<file path="src/rtl/alarm_tone_sequencer_if.sv">
// Alarm tone sequencer bus bundle: control inputs, sample ROM port,
// and the sample stream that feeds the PDM stage.
// The master side is the sequencer. The slave side is the surrounding system
// (the alarm comparator, the ROM and the PDM modulator).
interface alarm_tone_sequencer_if #(
  parameter int ADDR_W = 15
) ();

  // Control from the alarm comparator
  logic              trigger;
  logic              stop;
  logic [1:0]        vol;

  // Synchronous sample ROM port
  logic [ADDR_W-1:0] rom_addr;
  logic [15:0]       rom_data;

  // Sample stream towards the PDM modulator, plus status
  logic [15:0]       sample_out;
  logic              sample_valid;
  logic              busy;
  logic              done;

  modport master (
    input  trigger,
    input  stop,
    input  vol,
    input  rom_data,
    output rom_addr,
    output sample_out,
    output sample_valid,
    output busy,
    output done
  );

  modport slave (
    output trigger,
    output stop,
    output vol,
    output rom_data,
    input  rom_addr,
    input  sample_out,
    input  sample_valid,
    input  busy,
    input  done
  );

endinterface

</file>
<file path="src/rtl/alarm_tone_sequencer.sv">
// Alarm tone sequencer.
// A rising edge on trigger starts playback. Playback steps a synchronous
// sample ROM once every DIV clocks. Each fetched sample is attenuated by an
// arithmetic right shift of vol bits and presented to the PDM stage with a
// one-cycle valid strobe. Playback runs for REPEATS passes over the ROM, or
// loops until stop when REPEATS is 0. stop aborts playback immediately.
module alarm_tone_sequencer #(
  parameter int CLK_HZ      = 50000000,
  parameter int SAMPLE_HZ   = 8000,
  parameter int NUM_SAMPLES = 19832,
  parameter int ADDR_W      = 15,
  parameter int REPEATS     = 3
) (
  input  logic                     CLOCK_50,
  input  logic                     reset_n,
  alarm_tone_sequencer_if.master   bus
);

  // Clocks per sample period. This must be an integer of at least 4 so that
  // the two-cycle ROM/scale pipeline finishes well inside one period.
  localparam int DIV   = CLK_HZ / SAMPLE_HZ;
  localparam int DIV_W = (DIV > 1) ? $clog2(DIV) : 1;
  localparam int REP_W = (REPEATS > 1) ? $clog2(REPEATS + 1) : 1;

  localparam logic [DIV_W-1:0]  DIV_LAST  = DIV_W'(DIV - 1);
  localparam logic [ADDR_W-1:0] ADDR_LAST = ADDR_W'(NUM_SAMPLES - 1);
  localparam logic [REP_W-1:0]  REP_LAST  = REP_W'((REPEATS == 0) ? 0 : REPEATS - 1);

  typedef enum logic [1:0] {
    IDLE  = 2'd0,
    PLAY  = 2'd1,
    DRAIN = 2'd2
  } state_t;

  state_t            state_q,        state_d;
  logic [ADDR_W-1:0] rom_addr_q,     rom_addr_d;
  logic [DIV_W-1:0]  div_cnt_q,      div_cnt_d;
  logic [REP_W-1:0]  rep_cnt_q,      rep_cnt_d;
  logic              trigger_q;
  logic              fetch_q,        fetch_d;
  logic              fetch_dly_q,    fetch_dly_d;
  logic [15:0]       sample_out_q,   sample_out_d;
  logic              sample_valid_q, sample_valid_d;
  logic              busy_q,         busy_d;
  logic              done_q,         done_d;

  logic              start;
  logic              end_play;
  logic signed [15:0] scaled;

  // Only a fresh 0->1 transition of trigger starts playback. trigger_q resets
  // high, so a trigger that is already high at reset release is ignored.
  assign start = bus.trigger & ~trigger_q;

  // The ROM word arriving this cycle, attenuated with sign preserved. The
  // shift rounds toward minus infinity.
  assign scaled = $signed(bus.rom_data) >>> bus.vol;

  // Next-state, counter and output logic for IDLE -> PLAY -> DRAIN -> IDLE
  always_comb begin
    state_d        = state_q;
    rom_addr_d     = rom_addr_q;
    div_cnt_d      = div_cnt_q;
    rep_cnt_d      = rep_cnt_q;
    fetch_d        = 1'b0;
    fetch_dly_d    = fetch_q;
    sample_out_d   = sample_out_q;
    sample_valid_d = 1'b0;
    busy_d         = busy_q;
    done_d         = 1'b0;
    end_play       = 1'b0;

    // Second pipeline stage: the ROM word for the address issued two cycles
    // ago is valid now, so scale it and publish it.
    if (fetch_dly_q) begin
      sample_out_d   = scaled;
      sample_valid_d = 1'b1;
    end

    case (state_q)
      IDLE: begin
        if (start && !bus.stop) begin
          state_d    = PLAY;
          rom_addr_d = '0;
          div_cnt_d  = '0;
          rep_cnt_d  = '0;
          busy_d     = 1'b1;
          fetch_d    = 1'b1;
        end
      end

      PLAY: begin
        if (bus.stop) begin
          end_play = 1'b1;
        end else if (div_cnt_q == DIV_LAST) begin
          div_cnt_d = '0;
          if (rom_addr_q != ADDR_LAST) begin
            rom_addr_d = rom_addr_q + 1'b1;
            fetch_d    = 1'b1;
          end else begin
            if (REPEATS != 0) begin
              rep_cnt_d = rep_cnt_q + 1'b1;
            end
            if ((REPEATS != 0) && (rep_cnt_q == REP_LAST)) begin
              end_play = 1'b1;
            end else begin
              rom_addr_d = '0;
              fetch_d    = 1'b1;
            end
          end
        end else begin
          div_cnt_d = div_cnt_q + 1'b1;
        end
      end

      DRAIN: begin
        state_d = IDLE;
      end

      default: begin
        state_d = IDLE;
      end
    endcase

    // Leaving PLAY, for a normal end or for an abort, silences the output and
    // drops any fetch still in flight. The done strobe and the fall of busy
    // appear on the same edge.
    if (end_play) begin
      state_d        = DRAIN;
      fetch_d        = 1'b0;
      fetch_dly_d    = 1'b0;
      sample_out_d   = '0;
      sample_valid_d = 1'b0;
      busy_d         = 1'b0;
      done_d         = 1'b1;
    end
  end

  // State, counters, fetch pipeline and registered outputs
  always_ff @(posedge CLOCK_50 or negedge reset_n) begin
    if (!reset_n) begin
      state_q        <= IDLE;
      rom_addr_q     <= '0;
      div_cnt_q      <= '0;
      rep_cnt_q      <= '0;
      trigger_q      <= 1'b1;
      fetch_q        <= 1'b0;
      fetch_dly_q    <= 1'b0;
      sample_out_q   <= '0;
      sample_valid_q <= 1'b0;
      busy_q         <= 1'b0;
      done_q         <= 1'b0;
    end else begin
      state_q        <= state_d;
      rom_addr_q     <= rom_addr_d;
      div_cnt_q      <= div_cnt_d;
      rep_cnt_q      <= rep_cnt_d;
      trigger_q      <= bus.trigger;
      fetch_q        <= fetch_d;
      fetch_dly_q    <= fetch_dly_d;
      sample_out_q   <= sample_out_d;
      sample_valid_q <= sample_valid_d;
      busy_q         <= busy_d;
      done_q         <= done_d;
    end
  end

  assign bus.rom_addr     = rom_addr_q;
  assign bus.sample_out   = sample_out_q;
  assign bus.sample_valid = sample_valid_q;
  assign bus.busy         = busy_q;
  assign bus.done         = done_q;

endmodule
</file>
<file path="src/flat_wrapper.sv">
// flat-port wrapper written by rule: the top's interface ports become plain ports
module alarm_tone_sequencer_flat 
#(
  parameter int CLK_HZ      = 50000000,
  parameter int SAMPLE_HZ   = 8000,
  parameter int NUM_SAMPLES = 19832,
  parameter int ADDR_W      = 15,
  parameter int REPEATS     = 3
)
  (CLOCK_50, reset_n, bus_trigger, bus_stop, bus_vol, bus_rom_data, bus_rom_addr, bus_sample_out, bus_sample_valid, bus_busy, bus_done);
  alarm_tone_sequencer_if #(.ADDR_W(ADDR_W)) bus_i ();
  input  logic CLOCK_50;
  input  logic reset_n;
  input wire logic [$bits(bus_i.trigger)-1:0] bus_trigger;
  input wire logic [$bits(bus_i.stop)-1:0] bus_stop;
  input wire logic [$bits(bus_i.vol)-1:0] bus_vol;
  input wire logic [$bits(bus_i.rom_data)-1:0] bus_rom_data;
  output wire logic [$bits(bus_i.rom_addr)-1:0] bus_rom_addr;
  output wire logic [$bits(bus_i.sample_out)-1:0] bus_sample_out;
  output wire logic [$bits(bus_i.sample_valid)-1:0] bus_sample_valid;
  output wire logic [$bits(bus_i.busy)-1:0] bus_busy;
  output wire logic [$bits(bus_i.done)-1:0] bus_done;
  assign bus_i.trigger = bus_trigger;
  assign bus_i.stop = bus_stop;
  assign bus_i.vol = bus_vol;
  assign bus_i.rom_data = bus_rom_data;
  assign bus_rom_addr = bus_i.rom_addr;
  assign bus_sample_out = bus_i.sample_out;
  assign bus_sample_valid = bus_i.sample_valid;
  assign bus_busy = bus_i.busy;
  assign bus_done = bus_i.done;
  alarm_tone_sequencer #(.CLK_HZ(CLK_HZ), .SAMPLE_HZ(SAMPLE_HZ), .NUM_SAMPLES(NUM_SAMPLES), .ADDR_W(ADDR_W), .REPEATS(REPEATS)) u_core (.CLOCK_50(CLOCK_50), .reset_n(reset_n), .bus(bus_i));
endmodule
</file>
<file path="config.mk">
export PLATFORM = sky130hd
export DESIGN_NAME = alarm_tone_sequencer_flat
export DESIGN_NICKNAME = d
export VERILOG_FILES = /design/src/rtl/alarm_tone_sequencer_if.sv /design/src/rtl/alarm_tone_sequencer.sv /design/src/flat_wrapper.sv
export SDC_FILE = /design/constraint.sdc
export NUM_CORES = 1
export LEC_CHECK = 0
export CORE_MARGIN = 5
export CORE_UTILIZATION = 45
export DETAILED_ROUTE_END_ITERATION = 8
export GPL_TIMING_DRIVEN = 0
export PLACE_DENSITY = 0.72
export REMOVE_ABC_BUFFERS = 1
export SLEW_MARGIN = 20
export SYNTH_ARGS = -nofsm -noshare
export SYNTH_HDL_FRONTEND = slang
export SYNTH_SLANG_ARGS = --single-unit
export TNS_END_PERCENT = 30
</file>
<file path="constraint.sdc">
create_clock -name CLOCK_50 -period 2.31 [get_ports CLOCK_50]
set_input_delay 0.462 -clock CLOCK_50 [delete_from_list [all_inputs] [get_ports CLOCK_50]]
set_output_delay 0.462 -clock CLOCK_50 [all_outputs]
set_load 0.01 [all_outputs]
</file>
==> metrics.csv, run 1 <==
stage;metric;value;unit
clocking;clock_latency;0.30;ns
sta;drv_slew;0;
sta;finalWorstSetupSlack;0.118;ns
setup_path;r2r_cells;7;
synthesis;synth_edf_count;0;
clocking;cts_max_level;2;
synthesis;synthDistinctLibCells;51;
die;core;6460;um2
die;start_util;46.9;%
setup_path;endpoint_kind;flip-flop;
place;place.gp.congestion;0.821;
die;rows;29;
synthesis;synth_common_cells;dfrtp_1 (53), nor2_1 (40), o21ai_0 (24);
setup_path;r2r-end;u_core.bus.rom_addr[2]$_DFFE_PN0P_;
clocking;root_buffer;clkbuf_8;
sta;worst_hold_slack;0.188;ns
sta;tightestPinTransition;0.901;ns
outcome;status;complete, no violations;
route;drtIter0Drc;186;
sta;final_hold_viol_count;0;
route;wl_per_cell;16.5;um
clocking;cts_sinks;54;
final_layout;fillers;552;
synthesis;synth_cells;295;
route;dr.pass1.iters;4;
final_layout;num_antenna_cells;0;
global_routing;grt_max_degree;55;
clocking;path_clk_slew;0.09;ns
place;dp_slack;-0.688;ns
setup_path;worstPathArrival;2.36;ns
place;numPortBuffers;55;
die;die_h;92.0;um
final_layout;utilization;59.9;%
flow_run;maxCapViolCount;0;
power_and_ir_drop;ir_worst_vdd;0.289;mV
sta;fmax;456;MHz
route;routed-via-count;2496;
synthesis;synthTopCellsByArea;dfrtp_1 (44%), mux4_2 (8.9%), mux2i_1 (5.6%);
sta;setup_tns;0;ns
final_layout;multi_input_area;1640;um2
synthesis;synth_top_area_share;43.8;%
final_layout;area_growth;27.9;%
clocking;postCtsHoldBufs;0;
route;vias_per_cell;5.83;
synthesis;synth.most_common_cell;dfrtp_1;
route;postRouteAntennaNets;0;
synthesis;seq_area_frac_synth;44.7;%
synthesis;synthArstFlopShare;100;%
final_layout;drive_above_1_share;13.4;%
setup_path;startpoint_type;flip-flop;
global_routing;antenna_found_initial;0;
setup_path;critPathMaxFanout;18;
clocking;cts_buffers;5;
synthesis;syn_avg_cell_area;10.3;um2
die;io_pins;56;
min_path;min_path_type;input pin to async pin;
die;die_w;92.0;um
synthesis;synthFlopType;dfrtp_1;
global_routing;grt_pass1_vias;2480;
global_routing;gr-usage-all-layers;17.5;%
sta;fin_crit;2.19;ns
global_routing;grt_overflow;0;
synthesis;post-synth-top-area-cell;dfrtp_1;
setup_path;ff2ff_setup_slack;0.12;ns
die;die_area;8470;um2
power_and_ir_drop;leakagePower;0.00158;uW
sta;fin_worst_skew;0.00828;ns
place;place_hpwl;4800;um
synthesis;synthesis.area;3030;um2
global_routing;grt_pass1_wl;12300;um
route;wl;7070;um
synthesis;ys.warnings.count;0;
power_and_ir_drop;power_density;579;nW/um2
setup_path;worstPathRequired;2.48;ns
sta;slew-limit-headroom;40.0;%
synthesis;yosys_register_bits;54;
sta;setup_viol;0;
clocking;clockBufferDepth;2;
setup_path;criticalPathCategory;flip-flop to flip-flop;
clocking;cts_tree;built;
final_layout;seq_area;1360;um2
route;drcViolationCount;0;
setup_path;r2r_start;u_core.state_q[0]$_DFFE_PN0P_;
final_layout;fin_nets;376;
sta;period_share;94.9;%
[worst max-delay path, stage by stage, from the launching register on]
cell	delay, ns
dfrtp_1	0.53
or3b_2	0.51
nor4_4	0.29
buf_4	0.20
o22ai_4	0.08
buf_12	0.18
o21ai_0	0.17
o41ai_1	0.10
[cell usage in the layout (no fill, tap or decap), types with 3 or more instances in the layout]
cell and count:
nand4_1 6, nor2_1 39, or3_1 5, nor3_1 10, inv_1 11, ha_1 4, xor2_1 3, buf_4 5
nand2b_1 6, a21oi_1 4, nor2b_1 5, mux2i_1 17, xnor2_1 5, clkbuf_8 6, o41ai_1 3, dfrtp_1 49
mux4_2 12, o31ai_1 5, and3_1 6, dfrtp_2 4, nand2_1 16, clkdlybuf4s50_1 52, nand3_1 11, o21ai_0 24
[flip-flops by register name (all words and copies together), names as in the netlist]
signal and cells:
u_core.bus.sample_out 16, u_core.bus.done 1, u_core.bus.busy 1, u_core.bus.rom_addr 15
u_core.trigger_q 1, u_core.fetch_dly_q 1, u_core.bus.sample_valid 1, u_core.fetch_q 1
u_core.state_q 2, u_core.rep_cnt_q 2, u_core.div_cnt_q 13
[cell families after synthesis]
group	Yosys count	share of synthesized area (%)
AND/OR/NAND/NOR	126	22.7
flip-flops	54	44.7
multiplexers	31	15.3
AO/OA/AOI/OAI	47	9.55
adder cells (fa/ha/maj)	4	1.65
XOR/XNOR	8	2.32
buffers and inverters	25	3.84
[power by group]
| part | total, uW | leakage, uW | switching [uW] | internal, uW |
|---|---|---|---|---|
| clock | 654 | 0.0000585 | 301 | 354 |
| sequential | 1100 | 0.000719 | 70.6 | 1030 |
| combinational | 482 | 0.000804 | 209 | 272 |
| total | 2240 | 0.00158 | 580 | 1660 |
[metrics by stage]
step / cell area, um2 / total power, uW / cells
finish: 3870 / 2240 / 428
global route: 3870 / 2360 / 428
CTS: 3820 / 2260 / 426
detailed placement: 3610 / 1600 / 414
global placement: 3600 / 1580 / 413
floorplan: 2950 / 1310 / 281
[layer usage]
metal	part of all wire [%]	up-vias	GRT usage (%)	wire [um]
met1	46	1235	25.1	3280
li1	-	1185	-	-
met2	48	72	27.9	3410
met5	0	-	0	0
met3	5.1	4	4.01	364
met4	0.18	0	2.85	13
[final cells by class]
class                      instances  share of cell area (%)
clock buffer                       7                    2.23
clock inverter                     1                   0.776
inverter                          11                    1.07
multi-input combinational        217                    42.3
sequential                        54                    35.1
tap                               77                    2.49
timing repair buffer              61                    16.1
[worst max path at each step]
| stage | startpoint | to | slack (ns) |
|---|---|---|---|
| global route | u_core.state_q[0]$_DFFE_PN0P_ | u_core.bus.rom_addr[10]$_DFFE_PN0P_ | -0.02 |
| floorplan | u_core.bus.rom_addr[3]$_DFFE_PN0P_ | u_core.bus.busy$_DFFE_PN0P_ | -0.78 |
| CTS | bus_stop | u_core.bus.rom_addr[7]$_DFFE_PN0P_ | 0.04 |
| global placement | u_core.bus.rom_addr[3]$_DFFE_PN0P_ | u_core.bus.sample_out[15]$_DFFE_PN0P_ | -1.68 |
| finish | u_core.state_q[0]$_DFFE_PN0P_ | u_core.bus.rom_addr[2]$_DFFE_PN0P_ | 0.12 |
| detailed placement | u_core.bus.rom_addr[3]$_DFFE_PN0P_ | u_core.bus.busy$_DFFE_PN0P_ | -0.69 |
[what timing repair did]
action | 4_1_cts | 5_1_grt
resized for setup | 6 | 11
setup endpoints to repair | 38 | 34
pin swaps | 3 | 1
gates cloned | 1 | 0
buffers inserted | 3 | 2
Power figures use the tool's default switching activity.
==> inputs of run 2 (changes only) <==
--- a/config.mk
+++ b/config.mk
@@ -5,13 +5,12 @@
 export SDC_FILE = /design/constraint.sdc
 export NUM_CORES = 1
 export LEC_CHECK = 0
-export CORE_MARGIN = 5
+export CORE_MARGIN = 2
 export CORE_UTILIZATION = 45
 export DETAILED_ROUTE_END_ITERATION = 8
 export GPL_TIMING_DRIVEN = 0
 export PLACE_DENSITY = 0.72
 export REMOVE_ABC_BUFFERS = 1
-export SLEW_MARGIN = 20
 export SYNTH_ARGS = -nofsm -noshare
 export SYNTH_HDL_FRONTEND = slang
 export SYNTH_SLANG_ARGS = --single-unit
==> run 2 against run 1 <==
Compared with the run above:
- setup slack worse by 0.059 ns
- sequential share of layout area decreased by 0.35 points
- total power down 1.0%
- first-iteration DRC count up 1.1%
- critical path type unchanged
==> metrics.csv, run 2 (same netlist as run 1, synthesis figures left out) <==
stage;metric;value;unit
min_path;min_path_type;input pin to async pin;
final_layout;final_area;3910;um2
sta;slew-limit-headroom;41.0;%
sta;rsz0062_at_grt;true;
clocking;cts_max_level;2;
final_layout;area_growth;29.0;%
sta;fin_crit;2.25;ns
place;placed_area;3630;um2
clocking;postCtsHoldBufs;0;
clocking;root_buffer;clkbuf_8;
die;start_util;47.1;%
die;die_h;86.0;um
sta;setup_viol;0;
die;io_pins;56;
sta;final_hold_viol_count;0;
place;dp_slack;-0.629;ns
flow_run;maxCapViolCount;0;
sta;tightestPinTransition;0.878;ns
clocking;path_clk_slew;0.10;ns
final_layout;fin_nets;381;
global_routing;gr-usage-all-layers;18.6;%
final_layout;drive_above_1_share;15.2;%
die;die_w;86.0;um
setup_path;criticalPathCategory;flip-flop to flip-flop;
route;wl_per_cell;15.9;um
clocking;cts_buffers;5;
setup_path;worstPathArrival;2.39;ns
setup_path;crit_buf_inv;2;
sta;fin_worst_skew;0.00837;ns
setup_path;max_stage_delay;0.55;ns
setup_path;path_cells;or4b_1, nor4_2, buf_4, a31oi_2, nor2_4, buf_12, a211oi_1;
global_routing;antenna_found_initial;0;
final_layout;num_antenna_cells;0;
setup_path;endpoint_kind;flip-flop;
final_layout;final_cell_mix;clkdlybuf4s50_1 (53), dfrtp_1 (50), nor2_1 (39), o21ai_0 (21), mux2i_1 (17);
sta;drv_slew;0;
die;die_area;7400;um2
sta;setup_tns;0;ns
global_routing;grt_max_degree;39;
global_routing;grt_overflow;0;
setup_path;critPathMaxFanout;10;
clocking;cts_tree;built;
route;vias_per_cell;5.75;
route;routed-via-count;2490;
sta;finalWorstSetupSlack;0.0589;ns
clocking;clock_latency;0.31;ns
final_layout;final_common_cell;clkdlybuf4s50_1;
route;postRouteAntennaNets;0;
power_and_ir_drop;leakagePower;0.00159;uW
global_routing;grt_pass1_vias;2297;
route;dr.pass1.iters;4;
clocking;clockBufferDepth;2;
power_and_ir_drop;finalPower;2220;uW
setup_path;startpoint_type;flip-flop;
power_and_ir_drop;power_density;568;nW/um2
global_routing;grt_pass1_wl;11200;um
sta;period_share;97.4;%
setup_path;critical_path.top_delay_family;simple AND/OR/NAND/NOR gates;
setup_path;slowest_stage;or4b_1;
place;numPortBuffers;55;
place;place.gp.congestion;0.851;
power_and_ir_drop;ir_worst_vdd;0.307;mV
sta;fmax;444;MHz
route;drtIter0Drc;188;
setup_path;ff2ff_setup_slack;0.06;ns
clocking;cts_sinks;54;
route;drcViolationCount;0;
route;wl;6890;um
die;core;6420;um2
die;rows;29;
final_layout;largest_reg_flops;16;
place;place_hpwl;4570;um
setup_path;worstPathRequired;2.45;ns
outcome;status;complete, no violations;
run 2: changes by cell type in the layout (fill, tap and decap cells not counted), sizes merged:
cell / change
clkinv: +2
o22ai: +1
dlymetal6s2s: -1
nor2: +1
clkdlybuf4s50: +1
buf: +3
clkbuf: -2
run 2: path summary, 6_finish.rpt:
path,end,cells after the start,startpoint
worst max-delay path,u_core.bus.sample_out[14]$_DFFE_PN0P_,7,u_core.bus.rom_addr[3]$_DFFE_PN0P_
worst max register to register,u_core.bus.sample_out[14]$_DFFE_PN0P_,7,u_core.bus.rom_addr[3]$_DFFE_PN0P_
min in group CLOCK_50,u_core.fetch_dly_q$_DFF_PN0_,1,u_core.fetch_q$_DFF_PN0_
max in group asynchronous,u_core.trigger_q$_DFF_PN1_,2,reset_n
worst min register to register,u_core.fetch_dly_q$_DFF_PN0_,1,u_core.fetch_q$_DFF_PN0_
worst min-delay path,u_core.div_cnt_q[6]$_DFFE_PN0P_,1,reset_n
run 2: what timing repair did:
item,4_1_cts,5_1_grt
gates resized for setup,8,12
pin swaps,2,3
setup endpoints to repair,35,35
setup buffers,2,5
cloned,1,2
run 2: stage by stage:
stage,hold slack (ns),cells,util (%)
after global placement,0.444,413,56.0
after detailed placement,0.418,415,56.5
after floorplan,0.166,281,-
after global routing,0.0879,433,60.8
after CTS,0.0813,426,59.1
final,0.0639,433,60.8
run 2: power by group:
| group | leakage [uW] | total [uW] | switching, uW | internal (uW) |
|---|---|---|---|---|
| Combinational | 0.000810 | 483 | 208 | 275 |
| Sequential | 0.000720 | 1100 | 70.6 | 1030 |
| Clock | 0.0000579 | 630 | 310 | 320 |
| Total | 0.00159 | 2220 | 589 | 1630 |
run 2: cell type report:
| type | instances | area [um2] |
|---|---|---|
| fillers | 538 | 2520 |
| multi-input cells | 219 | 1660 |
| flip-flops and latches | 54 | 1360 |
| repair buffers | 64 | 641 |
| well taps | 77 | 96.3 |
| clock buffers | 5 | 68.8 |
| inverters | 11 | 41.3 |
| clock inverters | 3 | 40.0 |
run 2: routing by layer:
| metal | GRT usage (%) | wire [um] | vias to the layer above |
|---|---|---|---|
| met5 | 0 | 0 | - |
| met3 | 2.79 | 281 | 5 |
| met4 | 4.33 | 49 | 0 |
| met1 | 27.4 | 3250 | 1217 |
| met2 | 29.2 | 3310 | 62 |
| li1 | - | - | 1206 |
